<file path="src/rtl/commit_ctrl_pkg.sv">
// rtl/commit_ctrl_pkg.sv - head type and FSM state encodings for the commit sequencer
package commit_ctrl_pkg;

  typedef enum logic [1:0] {
    HT_REG    = 2'd0,
    HT_STORE  = 2'd1,
    HT_BRANCH = 2'd2,
    HT_RSV    = 2'd3
  } head_type_e;

  typedef enum logic [1:0] {
    RUN     = 2'd0,
    WAIT_ST = 2'd1,
    FLUSH   = 2'd2
  } state_e;

  localparam int FLUSH_CNT_W = 4;

  function automatic logic is_store(input logic [1:0] ty);
    return head_type_e'(ty) == HT_STORE;
  endfunction

endpackage

</file>
<file path="src/rtl/commit_ctrl_if.sv">
// rtl/commit_ctrl_if.sv - ROB head, RF commit, store handshake and redirect signals
interface commit_ctrl_if #(
  parameter int ROB_ID_W = 32
);
  logic                head_valid;
  logic                head_ready;
  logic [1:0]          head_type;
  logic [4:0]          head_rd;
  logic [ROB_ID_W-1:0] head_rob_id;
  logic [31:0]         head_val;
  logic                head_mispred;
  logic [31:0]         head_target;
  logic                rob_pop;

  logic                ROB_cmt_flag;
  logic [4:0]          ROB_cmt_rd;
  logic [ROB_ID_W-1:0] ROB_cmt_rob_id;
  logic [31:0]         ROB_cmt_val;

  logic                st_cmt_req;
  logic [ROB_ID_W-1:0] st_cmt_rob_id;
  logic                st_cmt_ack;

  logic                jump_wrong_stall;
  logic                redirect_flag;
  logic [31:0]         redirect_pc;
  logic [31:0]         cmt_cnt;

  modport master (
    input  head_valid, head_ready, head_type, head_rd, head_rob_id,
           head_val, head_mispred, head_target, st_cmt_ack,
    output rob_pop, ROB_cmt_flag, ROB_cmt_rd, ROB_cmt_rob_id, ROB_cmt_val,
           st_cmt_req, st_cmt_rob_id, jump_wrong_stall, redirect_flag,
           redirect_pc, cmt_cnt
  );

  modport slave (
    output head_valid, head_ready, head_type, head_rd, head_rob_id,
           head_val, head_mispred, head_target, st_cmt_ack,
    input  rob_pop, ROB_cmt_flag, ROB_cmt_rd, ROB_cmt_rob_id, ROB_cmt_val,
           st_cmt_req, st_cmt_rob_id, jump_wrong_stall, redirect_flag,
           redirect_pc, cmt_cnt
  );
endinterface

</file>
<file path="src/rtl/commit_ctrl.sv">
// rtl/commit_ctrl.sv - in-order retirement of the ROB head into RF, LSB and PC redirect
module commit_ctrl
  import commit_ctrl_pkg::*;
#(
  parameter int FLUSH_CYC = 1,
  parameter int ROB_ID_W  = 32
) (
  input  logic          clk,
  input  logic          rst,
  input  logic          rdy,
  commit_ctrl_if.master bus
);

  localparam logic [FLUSH_CNT_W-1:0] FLUSH_INIT = FLUSH_CNT_W'(FLUSH_CYC);

  state_e                 state, state_nx;
  logic [FLUSH_CNT_W-1:0] flush_cnt, flush_cnt_nx;

  logic                cmt_flag_q, cmt_flag_nx;
  logic [4:0]          cmt_rd_q, cmt_rd_nx;
  logic [ROB_ID_W-1:0] cmt_id_q, cmt_id_nx;
  logic [31:0]         cmt_val_q, cmt_val_nx;
  logic                st_req_q, st_req_nx;
  logic [ROB_ID_W-1:0] st_id_q, st_id_nx;
  logic                jws_q, jws_nx;
  logic                redir_q, redir_nx;
  logic [31:0]         redir_pc_q, redir_pc_nx;
  logic [31:0]         cnt_q;
  logic                pop;
  logic                head_go;
  head_type_e          head_ht;

  assign head_go = bus.head_valid && bus.head_ready;
  assign head_ht = head_type_e'(bus.head_type);

  always_ff @(posedge clk or negedge rst) begin
    if (!rst) begin
      state     <= RUN;
      flush_cnt <= '0;
    end else if (rdy) begin
      state     <= state_nx;
      flush_cnt <= flush_cnt_nx;
    end
  end

  // Strobes default low so they never linger; data fields hold until overwritten.
  always_comb begin
    state_nx     = state;
    flush_cnt_nx = flush_cnt;
    pop          = 1'b0;
    cmt_flag_nx  = 1'b0;
    cmt_rd_nx    = cmt_rd_q;
    cmt_id_nx    = cmt_id_q;
    cmt_val_nx   = cmt_val_q;
    st_req_nx    = st_req_q;
    st_id_nx     = st_id_q;
    jws_nx       = jws_q;
    redir_nx     = 1'b0;
    redir_pc_nx  = redir_pc_q;
    case (state)
      RUN: begin
        st_req_nx = 1'b0;
        if (head_go) begin
          if (is_store(bus.head_type)) begin
            st_req_nx = 1'b1;
            st_id_nx  = bus.head_rob_id;
            state_nx  = WAIT_ST;
          end else begin
            pop         = 1'b1;
            cmt_flag_nx = 1'b1;
            cmt_rd_nx   = bus.head_rd;
            cmt_id_nx   = bus.head_rob_id;
            cmt_val_nx  = bus.head_val;
            if (head_ht == HT_BRANCH && bus.head_mispred) begin
              redir_nx     = 1'b1;
              redir_pc_nx  = bus.head_target;
              jws_nx       = 1'b1;
              flush_cnt_nx = FLUSH_INIT;
              state_nx     = FLUSH;
            end
          end
        end
      end
      WAIT_ST: begin
        if (bus.st_cmt_ack) begin
          pop       = 1'b1;
          st_req_nx = 1'b0;
          state_nx  = RUN;
        end
      end
      FLUSH: begin
        if (flush_cnt <= FLUSH_CNT_W'(1)) begin
          flush_cnt_nx = '0;
          jws_nx       = 1'b0;
          state_nx     = RUN;
        end else begin
          flush_cnt_nx = flush_cnt - FLUSH_CNT_W'(1);
        end
      end
      default: state_nx = RUN;
    endcase
  end

  always_ff @(posedge clk or negedge rst) begin
    if (!rst) begin
      cmt_flag_q <= 1'b0;
      cmt_rd_q   <= '0;
      cmt_id_q   <= '0;
      cmt_val_q  <= '0;
      st_req_q   <= 1'b0;
      st_id_q    <= '0;
      jws_q      <= 1'b0;
      redir_q    <= 1'b0;
      redir_pc_q <= '0;
      cnt_q      <= '0;
    end else if (rdy) begin
      cmt_flag_q <= cmt_flag_nx;
      cmt_rd_q   <= cmt_rd_nx;
      cmt_id_q   <= cmt_id_nx;
      cmt_val_q  <= cmt_val_nx;
      st_req_q   <= st_req_nx;
      st_id_q    <= st_id_nx;
      jws_q      <= jws_nx;
      redir_q    <= redir_nx;
      redir_pc_q <= redir_pc_nx;
      if (pop)
        cnt_q <= cnt_q + 32'd1;
    end
  end

  // rst gates the pop so every output reads 0 while reset is held.
  assign bus.rob_pop          = pop && rdy && rst;
  assign bus.ROB_cmt_flag     = cmt_flag_q;
  assign bus.ROB_cmt_rd       = cmt_rd_q;
  assign bus.ROB_cmt_rob_id   = cmt_id_q;
  assign bus.ROB_cmt_val      = cmt_val_q;
  assign bus.st_cmt_req       = st_req_q;
  assign bus.st_cmt_rob_id    = st_id_q;
  assign bus.jump_wrong_stall = jws_q;
  assign bus.redirect_flag    = redir_q;
  assign bus.redirect_pc      = redir_pc_q;
  assign bus.cmt_cnt          = cnt_q;

endmodule
</file>
<file path="src/flat_wrapper.sv">
// flat-port wrapper written by rule: the top's interface ports become plain ports
module commit_ctrl_flat import commit_ctrl_pkg::*;
#(
  parameter int FLUSH_CYC = 1,
  parameter int ROB_ID_W  = 32
)
  (clk, rst, rdy, bus_head_valid, bus_head_ready, bus_head_type, bus_head_rd, bus_head_rob_id, bus_head_val, bus_head_mispred, bus_head_target, bus_st_cmt_ack, bus_rob_pop, bus_ROB_cmt_flag, bus_ROB_cmt_rd, bus_ROB_cmt_rob_id, bus_ROB_cmt_val, bus_st_cmt_req, bus_st_cmt_rob_id, bus_jump_wrong_stall, bus_redirect_flag, bus_redirect_pc, bus_cmt_cnt);
  commit_ctrl_if #(.ROB_ID_W(ROB_ID_W)) bus_i ();
  input  logic clk;
  input  logic rst;
  input  logic rdy;
  input wire logic [$bits(bus_i.head_valid)-1:0] bus_head_valid;
  input wire logic [$bits(bus_i.head_ready)-1:0] bus_head_ready;
  input wire logic [$bits(bus_i.head_type)-1:0] bus_head_type;
  input wire logic [$bits(bus_i.head_rd)-1:0] bus_head_rd;
  input wire logic [$bits(bus_i.head_rob_id)-1:0] bus_head_rob_id;
  input wire logic [$bits(bus_i.head_val)-1:0] bus_head_val;
  input wire logic [$bits(bus_i.head_mispred)-1:0] bus_head_mispred;
  input wire logic [$bits(bus_i.head_target)-1:0] bus_head_target;
  input wire logic [$bits(bus_i.st_cmt_ack)-1:0] bus_st_cmt_ack;
  output wire logic [$bits(bus_i.rob_pop)-1:0] bus_rob_pop;
  output wire logic [$bits(bus_i.ROB_cmt_flag)-1:0] bus_ROB_cmt_flag;
  output wire logic [$bits(bus_i.ROB_cmt_rd)-1:0] bus_ROB_cmt_rd;
  output wire logic [$bits(bus_i.ROB_cmt_rob_id)-1:0] bus_ROB_cmt_rob_id;
  output wire logic [$bits(bus_i.ROB_cmt_val)-1:0] bus_ROB_cmt_val;
  output wire logic [$bits(bus_i.st_cmt_req)-1:0] bus_st_cmt_req;
  output wire logic [$bits(bus_i.st_cmt_rob_id)-1:0] bus_st_cmt_rob_id;
  output wire logic [$bits(bus_i.jump_wrong_stall)-1:0] bus_jump_wrong_stall;
  output wire logic [$bits(bus_i.redirect_flag)-1:0] bus_redirect_flag;
  output wire logic [$bits(bus_i.redirect_pc)-1:0] bus_redirect_pc;
  output wire logic [$bits(bus_i.cmt_cnt)-1:0] bus_cmt_cnt;
  assign bus_i.head_valid = bus_head_valid;
  assign bus_i.head_ready = bus_head_ready;
  assign bus_i.head_type = bus_head_type;
  assign bus_i.head_rd = bus_head_rd;
  assign bus_i.head_rob_id = bus_head_rob_id;
  assign bus_i.head_val = bus_head_val;
  assign bus_i.head_mispred = bus_head_mispred;
  assign bus_i.head_target = bus_head_target;
  assign bus_i.st_cmt_ack = bus_st_cmt_ack;
  assign bus_rob_pop = bus_i.rob_pop;
  assign bus_ROB_cmt_flag = bus_i.ROB_cmt_flag;
  assign bus_ROB_cmt_rd = bus_i.ROB_cmt_rd;
  assign bus_ROB_cmt_rob_id = bus_i.ROB_cmt_rob_id;
  assign bus_ROB_cmt_val = bus_i.ROB_cmt_val;
  assign bus_st_cmt_req = bus_i.st_cmt_req;
  assign bus_st_cmt_rob_id = bus_i.st_cmt_rob_id;
  assign bus_jump_wrong_stall = bus_i.jump_wrong_stall;
  assign bus_redirect_flag = bus_i.redirect_flag;
  assign bus_redirect_pc = bus_i.redirect_pc;
  assign bus_cmt_cnt = bus_i.cmt_cnt;
  commit_ctrl #(.FLUSH_CYC(FLUSH_CYC), .ROB_ID_W(ROB_ID_W)) u_core (.clk(clk), .rst(rst), .rdy(rdy), .bus(bus_i));
endmodule
</file>
<file path="config.mk">
export PLATFORM = sky130hd
export DESIGN_NAME = commit_ctrl_flat
export DESIGN_NICKNAME = d
export VERILOG_FILES = /design/src/rtl/commit_ctrl_pkg.sv /design/src/rtl/commit_ctrl_if.sv /design/src/rtl/commit_ctrl.sv /design/src/flat_wrapper.sv
export SDC_FILE = /design/constraint.sdc
export NUM_CORES = 1
export LEC_CHECK = 0
export ABC_CLOCK_PERIOD_IN_PS = 2100
export BUFFER_PORTS_ARGS = -buffer_cell sky130_fd_sc_hd__clkbuf_2
export CAP_MARGIN = 20
export CORE_UTILIZATION = 51
export CTS_BUF_LIST = sky130_fd_sc_hd__clkbuf_8
export CTS_CLUSTER_SIZE = 14
export DETAILED_ROUTE_END_ITERATION = 6
export GPL_ROUTABILITY_DRIVEN = 0
export HOLD_SLACK_MARGIN = 0.02
export PLACE_DENSITY = 0.95
export SYNTH_ARGS = -nofsm -noshare
export SYNTH_HDL_FRONTEND = slang
export SYNTH_SLANG_ARGS = --single-unit
</file>
<file path="constraint.sdc">
create_clock -name clk -period 2.1 [get_ports clk]
set_input_delay 0.42 -clock clk [delete_from_list [all_inputs] [get_ports clk]]
set_output_delay 0.42 -clock clk [all_outputs]
set_load 0.01 [all_outputs]
</file>
==> results of run 1 <==
-- cell families (layout without fill, tap and decap cells) --
family,count (synthesis),count (layout),synth area share
buffers and inverters,31,336,0.0224
XOR/XNOR,31,31,0.0374
flip-flops,175,175,0.604
AND/OR/NAND/NOR,78,78,0.0689
multiplexers,135,135,0.210
AO/OA/AOI/OAI,37,37,0.0525
adder cells (fa/ha/maj),3,3,0.00518
-- state kept, by name, summed over array words and instances, names as in the netlist, 2 cells and up --
| register | flops |
|---|---|
| u_core.bus.ROB_cmt_rob_id | 32 |
| u_core.bus.ROB_cmt_val | 32 |
| u_core.bus.cmt_cnt | 32 |
| u_core.bus.redirect_pc | 32 |
| u_core.bus.st_cmt_rob_id | 32 |
| u_core.bus.ROB_cmt_rd | 5 |
| u_core.flush_cnt | 4 |
| u_core.state | 2 |
-- power by group --
group          leakage, nW  internal [mW]  switching [mW]  total, mW
logic                 2.37           1.05            1.06       2.11
clock network        0.185           1.00            1.21       2.22
registers             2.19           4.02           0.407       4.43
-- area by class of cell --
type | count | area (um^2) | share of cell area
Sequential cell | 175 | 4380 | 0.467
Clock inverter | 12 | 111 | 0.0119
Tap cell | 180 | 225 | 0.0240
Inverter | 8 | 30.0 | 0.00320
Clock buffer | 19 | 262 | 0.0279
Multi-Input combinational cell | 284 | 2740 | 0.293
Timing Repair Buffer | 297 | 1630 | 0.174
-- worst min-delay path by stage --
stage,startpoint,endpoint,cells after the start
after floorplan,rst,u_core.bus.ROB_cmt_flag$_DFFE_PN0P_,0
after global placement,u_core.bus.redirect_flag$_DFFE_PN0P_,u_core.bus.redirect_flag$_DFFE_PN0P_,1
after detailed placement,u_core.bus.cmt_cnt[31]$_DFFE_PN0P_,u_core.bus.cmt_cnt[31]$_DFFE_PN0P_,1
after CTS,bus_head_target[7],u_core.bus.redirect_pc[7]$_DFFE_PN0P_,2
after global routing,bus_head_target[7],u_core.bus.redirect_pc[7]$_DFFE_PN0P_,2
final,bus_head_target[23],u_core.bus.redirect_pc[23]$_DFFE_PN0P_,2
-- layer usage --
metal	GRT usage	part of all wire	vias to the layer above	wire length [um]
met5	0	0	-	0
met4	0.111	0.027	0	452
met3	0.0634	0.062	35	1060
met2	0.417	0.52	214	8880
met1	0.282	0.39	2622	6610
li1	-	-	2357	-
-- layout by cell type, fill, tap and decap left out, types with 7 or more instances in the layout --
cell	count
dfrtp_1	175
inv_1	8
buf_4	10
nand2_1	14
nand3_1	7
mux2_2	115
mux2_1	20
a2111oi_2	8
nor4_1	7
buf_12	7
xor2_1	24
nand4_1	7
xnor2_1	7
clkbuf_8	19
clkbuf_2	277
-- per-stage QoR --
stage / worst slack [ps] / instances / instance area (um^2) / hold slack, ps
final: 43.6 / 975 / 9380 / 188
after global routing: -55.1 / 975 / 9380 / 158
after CTS: 2.02 / 975 / 9370 / 153
after detailed placement: 10.9 / 942 / 8960 / 467
after global placement: 155 / 942 / 8960 / 462
after floorplan: 190 / 490 / 7250 / 124
-- worst max-delay path, cell delays in order (launching register included) --
cell and delay [ps]:
dfrtp_1 440, nand2b_4 180, o31ai_4 300, and2_1 160, buf_2 120
-- repair_timing --
action	CTS	global route
hold buffers	1	0
resized for setup	2	5
setup endpoints to repair	1	4
setup buffers	1	0
pin swaps	1	2
endpoints found under the hold margin	109	0
==> results.md, run 1 <==
* Outcome: completed
* Filler instances at 1004
* Clk slew on worst S/H paths at 90 ps
* Largest net degree at the start of global routing at 90
* Critical Path Source Type: flip-flop
* Core area at 13900 um^2
* Yosys warns at 0
* Async set-reset flop share out of synthesis at 1.00
* Avg Cell Area, Syn at 14.8 um^2
* Ratio of cells with drive above 1 in the final layout at 0.584
* Worst Tran Pin Value at 595 ps
* Reg2reg setup slack at 90 ps
* Number of buffers created by CTS at 17
* Final Hold Viols at 0
* Achievable clock frequency at 486 MHz
* Seq/Total Area, Yosys at 0.604
* DR vias at 5228
* Wire per inst at 17.4 um
* I/O pin cnt at 280
* Critical path arrival at 1640 ps
* Synth top area cells: dfrtp_1 (60%), mux2_2 (18%), mux2_1 (3.1%), xor2_1 (2.9%), a2111oi_2 (1.7%)
* Post-synth cell types at 48
* Minimum clock period at 2060 ps
* Synth area leader: dfrtp_1
* Vias per inst at 5.36
* Most frequent cell after synthesis: dfrtp_1
* Max-Cap Viols at 0
* Crit path capture type: output pin
* Util after Layout at 0.676
* Crit path from: u_core.state[1]$_DFFE_PN0P_
* Worst-skew pair later-pin latency at 440 ps
* Area grow syn2layout at 29.4%
* Remaining antenna violation count after routing at 0
* First-pass iteration count of the detailed router at 4
* H-Tree Depth at 4
* Top cell type's share of synthesized area at 0.604
* Commonest cells post-synth: dfrtp_1 (175), mux2_2 (115), xor2_1 (24), mux2_1 (20), nand2_1 (14)
* Critical Path Sink: bus_rob_pop
* Chip height at 121 um
* Clock sinks at 175
* Ant diodes at 0
* R2r endpoint: u_core.bus.cmt_cnt[27]$_DFFE_PN0P_
* Core Rows at 43
* Synth Net Count at 603
* IR Drop Worst-Case VDD at 0.000798 V
* Netlist Area Pre-Place at 7250 um^2
* Synthesis-stage register bit count at 175
* First-pass GRT wire length at 27.3 mm
* Die Area at 14700 um^2
* Starting Density at 0.522
* Min-delay worst type: primary input to flip-flop
* Number of enable flip-flop cells after synthesis at 0
* RSZ-0062 raised after global routing: yes
* Total routed wirelength at 17.0 mm
* Final HPWL DP at 12.7 mm
* Clk Tree Root Cell: clkbuf_8
* Overall Global Routing Usage at 0.242
* Clock tree from TritonCTS: yes
* Final Cycle Share at 0.979
* Power density cells at 934 nW/um^2
* Fin Clk Skew at 9.40 ps
* Worst r2r path cells at 5
* RR Startpoint: u_core.state[1]$_DFFE_PN0P_
* CP Data Required Time at 1680 ps
* I/O Buffers at 279
* Fin Setup TNS at 0 ps
* Lkg Pwr at 4.75 nW
* Drt drc at 0
* Vias in the first global route at 5478
* Setup violators final at 0
* Antenna violations before repair at 0
* Remaining Overflow, GRT at 0
* Synth Flop Type: dfrtp_1
* DIE WIDTH at 121 um
* Critical Setup Path Class: flip-flop to output pin
* Cells after Synth at 490
* Crit path max fanout at 5
* Tot Pwr at 8.76 mW
* Initial DRC count at 360
* Clk buf depth at 2
* Max-slew headroom at the worst pin at 0.603
* Fin. max-slew vios at 0
* Nets at 896
(Power assumes the default switching activity.)
==> inputs of run 2 (changes only) <==
--- a/config.mk
+++ b/config.mk
@@ -8,13 +8,13 @@
 export ABC_CLOCK_PERIOD_IN_PS = 2100
 export BUFFER_PORTS_ARGS = -buffer_cell sky130_fd_sc_hd__clkbuf_2
 export CAP_MARGIN = 20
-export CORE_UTILIZATION = 51
+export CORE_UTILIZATION = 36
 export CTS_BUF_LIST = sky130_fd_sc_hd__clkbuf_8
 export CTS_CLUSTER_SIZE = 14
 export DETAILED_ROUTE_END_ITERATION = 6
 export GPL_ROUTABILITY_DRIVEN = 0
 export HOLD_SLACK_MARGIN = 0.02
-export PLACE_DENSITY = 0.95
+export PLACE_DENSITY = 0.74
 export SYNTH_ARGS = -nofsm -noshare
 export SYNTH_HDL_FRONTEND = slang
 export SYNTH_SLANG_ARGS = --single-unit
==> run 2 against run 1 <==
  * Non-clock buffer count increased by 4
  * Sequential power decreased by 0.9%
  * Sequential cell count unchanged
  * Die area increased by 41%
  * Register-to-register slack about the same
  * Sequential share of layout area decreased by 0.63 points
  * Critical path depth increased by 2
  * Clock skew increased by 2.4 ps
  * Total power decreased by 0.61%
  * Combinational power about the same
  * First-iteration DRC count decreased by 38%
  * Maximum frequency increased by 2.3%
  * Highest routed layer unchanged
==> results.md, run 2 (synthesis results as in run 1) <==
* Achievable clock frequency at 498 MHz (+2.3%)
* Die Area at 20700 um^2 (+41%)
* Final Cycle Share at 0.957 (-0.0222)
* Min-delay worst type: primary input to flip-flop
* Overall Global Routing Usage at 0.162 (-0.0803)
* Crit path capture type: flip-flop
* Final Instance Count excl. Fillers at 1064 (+9.1%)
* Final Hold Viols at 0 (unchanged)
* Tot Pwr at 8.70 mW (-0.61%)
* First-pass iteration count of the detailed router at 4 (unchanged)
* Top layer reached by signal wires: met4
* CP max-delay cell: dfrtp_1
* Clk slew on worst S/H paths at 100 ps (about the same)
* Critical path arrival at 2320 ps (+680 ps)
* Minimum clock period at 2010 ps (-46.6 ps)
* Fin Clk Skew at 11.8 ps (+2.43 ps)
* I/O Buffers at 279 (unchanged)
* Sequential Area at 4380 um^2 (unchanged)
* Most frequent CP cell: buf_12
* Lkg Pwr at 4.77 nW (+0.55%)
* Setup violators final at 0 (unchanged)
* Vias in the first global route at 5074 (-7.4%)
* DIE WIDTH at 144 um (+19%)
* Worst Tran Pin Value at 514 ps (-81.4 ps)
* Clk buf depth at 2 (unchanged)
* Largest net degree at the start of global routing at 98 (+8.9%)
* Vias per inst at 4.71 (-12%)
* Ratio of cells with drive above 1 in the final layout at 0.584 (+0.000833)
* Initial DRC count at 223 (-38%)
* Fin. max-slew vios at 0 (unchanged)
* Drt drc at 0 (unchanged)
* R2r endpoint: u_core.bus.ROB_cmt_val[5]$_DFFE_PN0P_
* Starting Density at 0.370 (-0.152)
* Crit-path cells: nand2b_2 -> or2_1 -> nor2_4 -> buf_12 -> buf_12 -> mux2_2
* Power density cells at 916 nW/um^2 (-2.0%)
* Filler instances at 1802 (+79%)
* Critical Path Source Type: flip-flop
* Antenna violations before repair at 0 (unchanged)
* Critical Setup Path Class: flip-flop to flip-flop
* Multi-input logic area at 2740 um^2 (-0.32%)
* Total routed wirelength at 16.4 mm (-3.3%)
* I/O pin cnt at 280 (unchanged)
* Worst Hold Depth at 2 (unchanged)
* Met2 WL at 8.21 mm (-7.5%)
* First-pass GRT wire length at 26.1 mm (-4.3%)
* Max-Cap Viols at 0 (unchanged)
* Met3 wire len at 881 um (-17%)
* Post-Place Cells at 1032 (+9.6%)
* Min-delay src: bus_head_target[6]
* Worst r2r path cells at 6 (+1)
* Remaining Overflow, GRT at 0 (unchanged)
* Outcome: completed
* Core area at 19600 um^2 (+41%)
* Area grow syn2layout at 31.1%
* H-Tree Depth at 4 (unchanged)
* Util after Layout at 0.485 (-0.190)
* Max-slew headroom at the worst pin at 0.649 (+0.0462)
* Clock sinks at 175 (unchanged)
* DR vias at 5008 (-4.2%)
* Number of buffers created by CTS at 17 (unchanged)
* Crit path max fanout at 18 (+13)
* Final HPWL DP at 12.0 mm (-5.1%)
* Slowest Stage Delay on Critical Path at 410 ps (-30 ps)
* M1 WL at 7.13 mm (+7.8%)
* Nets at 900 (+0.45%)
* RR Startpoint: u_core.state[1]$_DFFE_PN0P_
* Reg2reg setup slack at 90 ps (about the same)
* Remaining antenna violation count after routing at 0 (unchanged)
* Most frequent cells in the layout: clkbuf_2 (278), dfrtp_1 (175), mux2_2 (115)
* Worst-skew pair later-pin latency at 430 ps (about the same)
* Fin Setup TNS at 0 ps (unchanged)
* Wire per inst at 15.5 um (-11%)
* Clock tree from TritonCTS: yes
* Hold endpoint: u_core.bus.redirect_pc[6]$_DFFE_PN0P_
* CP Data Required Time at 2410 ps (+730 ps)
* Postcts setup bufs at 0 (-1)
* Clk Tree Root Cell: clkbuf_8
* IR Drop Worst-Case VDD at 0.000485 V (-39%)
* Most common cell after layout, fill and taps aside: clkbuf_2
* Chip height at 144 um (+19%)
* Core Rows at 51 (+19%)
* Ant diodes at 0 (unchanged)
* Hold WS at 198 ps (+9.80 ps)
## run 2: cell types whose count changed in the layout (fill, tap and decap cells not counted), sizes merged
cell	delta
inv	+2
buf	+3
clkinv	+1
clkinvlp	-2
## run 2: cell type report
type / count / area share
Inverter: 8 / 0.00316
Clock buffer: 18 / 0.0261
Multi-Input combinational cell: 284 / 0.288
Timing Repair Buffer: 301 / 0.176
Tap cell: 265 / 0.0349
Sequential cell: 175 / 0.461
Clock inverter: 13 / 0.0120
## run 2: timing repair
action	4_1_cts	5_1_grt
pin swaps	0	1
hold buffers	1	0
resized for setup	1	2
hold endpoints to repair	42	0
endpoints found under the setup margin	1	1
## run 2: power breakdown
| part | switching (mW) | internal (mW) | total, mW | leakage, nW |
|---|---|---|---|---|
| logic | 1.05 | 1.06 | 2.10 | 2.39 |
| registers | 0.369 | 4.02 | 4.39 | 2.19 |
| clock network | 1.24 | 0.971 | 2.21 | 0.191 |
| total | 2.65 | 6.05 | 8.70 | 4.77 |
## run 2: how the worst max path moves through the flow
stage,from,end,depth (start not counted)
2_1_floorplan,u_core.state[0]$_DFFE_PN0P_,u_core.bus.redirect_pc[10]$_DFFE_PN0P_,6
4_1_cts,u_core.state[1]$_DFFE_PN0P_,bus_rob_pop,4
3_5_place_dp,rdy,u_core.bus.ROB_cmt_val[28]$_DFFE_PN0P_,7
5_1_grt,u_core.state[1]$_DFFE_PN0P_,u_core.bus.ROB_cmt_rob_id[28]$_DFFE_PN0P_,6
3_3_place_gp,rdy,u_core.bus.ROB_cmt_val[29]$_DFFE_PN0P_,7
6_report,u_core.state[1]$_DFFE_PN0P_,u_core.bus.ROB_cmt_val[5]$_DFFE_PN0P_,6
## run 2: metrics by stage
step	setup slack (ps)	area [um^2]
finish	90.2	9510
global route	-12.2	9510
CTS	2.14	9500
detailed placement	58.1	9120
global placement	89.6	9120
floorplan	190	7250
## run 2: layer usage
| layer | track usage | up-vias |
|---|---|---|
| met5 | 0 | - |
| met4 | 0.0526 | 0 |
| met3 | 0.0420 | 17 |
| met2 | 0.263 | 159 |
| met1 | 0.209 | 2466 |
| li1 | - | 2366 |
## run 2: worst max-delay path, delay by kind of cell (launching register included)
kind	cells	cell delay (ps)
flip-flops	1	410
buffers and inverters	2	370
multiplexers	1	340
AND/OR/NAND/NOR	3	760
==> inputs of run 3 (changes only) <==
--- a/config.mk
+++ b/config.mk
@@ -9,7 +9,7 @@
 export BUFFER_PORTS_ARGS = -buffer_cell sky130_fd_sc_hd__clkbuf_2
 export CAP_MARGIN = 20
 export CORE_UTILIZATION = 36
-export CTS_BUF_LIST = sky130_fd_sc_hd__clkbuf_8
+export CTS_BUF_LIST = sky130_fd_sc_hd__clkbuf_2 sky130_fd_sc_hd__clkbuf_4 sky130_fd_sc_hd__clkbuf_8
 export CTS_CLUSTER_SIZE = 14
 export DETAILED_ROUTE_END_ITERATION = 6
 export GPL_ROUTABILITY_DRIVEN = 0
==> run 3 against run 2 <==
  * Wire length hardly changed
  * Combinational power about the same
  * Register-to-register slack is essentially flat
  * Via count unchanged
  * Critical path type unchanged
  * Critical endpoint unchanged
  * Largest cell class unchanged
==> results.md, run 3 (synthesis results as in run 1) <==
* Outcome: completed
* DR vias at 5008 (unchanged)
* Crit path capture type: flip-flop
* Min-delay worst type: primary input to flip-flop
* Lkg Pwr at 4.77 nW (about the same)
* Worst Tran Pin Value at 514 ps (unchanged)
* CP Data Required Time at 2410 ps (about the same)
* Chip height at 144 um (unchanged)
* Clock sinks at 175 (unchanged)
* Final Cycle Share at 0.957 (unchanged)
* Crit path max fanout at 18 (unchanged)
* Drt drc at 0 (unchanged)
* Max-slew headroom at the worst pin at 0.649 (unchanged)
* Dpl ws at 58.1 ps (unchanged)
* Most frequent cells in the layout: clkbuf_2 (278), dfrtp_1 (175), mux2_2 (115)
* First-pass GRT wire length at 26.1 mm (unchanged)
* Overall Global Routing Usage at 0.162 (unchanged)
* Final HPWL DP at 12.0 mm (unchanged)
* Area grow syn2layout at 31.2% (about the same)
* Ratio of cells with drive above 1 in the final layout at 0.586 (+0.00125)
* H-Tree Depth at 4 (unchanged)
* Clock tree from TritonCTS: yes
* Fin. max-slew vios at 0 (unchanged)
* Initial DRC count at 223 (unchanged)
* Minimum clock period at 2010 ps (unchanged)
* Final Hold Viols at 0 (unchanged)
* Tot Pwr at 8.72 mW (+0.20%)
* Nets at 900 (unchanged)
* Antenna violations before repair at 0 (unchanged)
* Fin Clk Skew at 11.8 ps (unchanged)
* Vias per inst at 4.71 (unchanged)
* First-pass iteration count of the detailed router at 4 (unchanged)
* IR Drop Worst-Case VDD at 0.000485 V (unchanged)
* Core area at 19600 um^2 (unchanged)
* Setup violators final at 0 (unchanged)
* Critical Setup Path Class: flip-flop to flip-flop
* Slack of the critical path at 90.2 ps (unchanged)
* Critical Path Source Type: flip-flop
* Core Rows at 51 (unchanged)
* Clk buf depth at 2 (unchanged)
* Max-Cap Viols at 0 (unchanged)
* Fin Setup TNS at 0 ps (unchanged)
* Total routed wirelength at 16.4 mm (about the same)
* Power density cells at 917 nW/um^2 (+0.16%)
* Clk Tree Root Cell: clkbuf_8
* Achievable clock frequency at 498 MHz (unchanged)
* Postcts setup bufs at 0 (unchanged)
* Worst-skew pair later-pin latency at 430 ps (about the same)
* Ant diodes at 0 (unchanged)
* Remaining Overflow, GRT at 0 (unchanged)
* Starting Density at 0.370 (unchanged)
* Number of buffers created by CTS at 17 (unchanged)
* Wire per inst at 15.5 um (about the same)
* Most common cell after layout, fill and taps aside: clkbuf_2
* Die Area at 20700 um^2 (unchanged)
* I/O pin cnt at 280 (unchanged)
* Largest net degree at the start of global routing at 98 (unchanged)
* Vias in the first global route at 5074 (unchanged)
* I/O Buffers at 279 (unchanged)
* Hold WS at 198 ps (-0.0810 ps)
* Critical path arrival at 2320 ps (about the same)
* Clk slew on worst S/H paths at 100 ps (about the same)
* DIE WIDTH at 144 um (unchanged)
* Util after Layout at 0.486 (about the same)
* Remaining antenna violation count after routing at 0 (unchanged)
run 3: changes by cell type in the layout (fill, tap and decap cells not counted), sizes merged:
cell / change
inv: -1
clkbuf: +1
run 3: power by group:
| part | total [mW] | switching [mW] | internal (mW) |
|---|---|---|---|
| sequential | 4.39 | 0.369 | 4.02 |
| clock | 2.23 | 1.24 | 0.989 |
| combinational | 2.10 | 1.05 | 1.06 |
run 3: worst paths after layout:
check,endpoint,slack [ps],from,depth (start not counted)
setup / recovery,u_core.bus.ROB_cmt_val[5]$_DFFE_PN0P_,90,u_core.state[1]$_DFFE_PN0P_,6
hold / removal,u_core.bus.redirect_pc[6]$_DFFE_PN0P_,200,bus_head_target[6],2
setup reg to reg,u_core.bus.ROB_cmt_val[5]$_DFFE_PN0P_,90,u_core.state[1]$_DFFE_PN0P_,6
hold reg to reg,u_core.bus.cmt_cnt[31]$_DFFE_PN0P_,470,u_core.bus.cmt_cnt[31]$_DFFE_PN0P_,1
max in group asynchronous,u_core.bus.ROB_cmt_rob_id[12]$_DFFE_PN0P_,1070,rst,3
min in group asynchronous,u_core.bus.cmt_cnt[6]$_DFFE_PN0P_,580,rst,3
run 3: final cells by class:
type | instances | area, um^2
Multi-Input combinational cell | 284 | 2740
Fill cell | 1802 | 10100
Timing Repair Buffer | 301 | 1670
Tap cell | 265 | 332
Inverter | 8 | 30.0
Clock buffer | 19 | 255
Sequential cell | 175 | 4380
Clock inverter | 12 | 110
run 3: critical path, stage by stage, from the launching register on:
cell and delay [ps]:
dfrtp_1 410, nand2b_2 220, or2_1 360, nor2_4 180, buf_12 190, buf_12 180
mux2_2 340
run 3: per-stage QoR:
| step | area [um^2] | cells |
|---|---|---|
| 3_3_place_gp | 9120 | 1032 |
| 5_1_grt | 9510 | 1064 |
| 6_report | 9510 | 1064 |
| 3_5_place_dp | 9120 | 1032 |
| 4_1_cts | 9500 | 1064 |
| 2_1_floorplan | 7250 | 490 |
run 3: timing repair:
action | in CTS | in global routing
pin swaps | 0 | 1
resized for setup | 1 | 2
hold buffers | 1 | 0
endpoints found under the hold margin | 42 | 0
setup endpoints to repair | 1 | 1
run 3: metal layers:
metal	share of wire	wire [um]	global-route usage	vias up
met1	0.43	7130	0.209	2466
met4	0.013	221	0.0526	0
met5	0	0	0	-
met2	0.50	8210	0.263	159
met3	0.054	881	0.0420	17
li1	-	-	-	2366
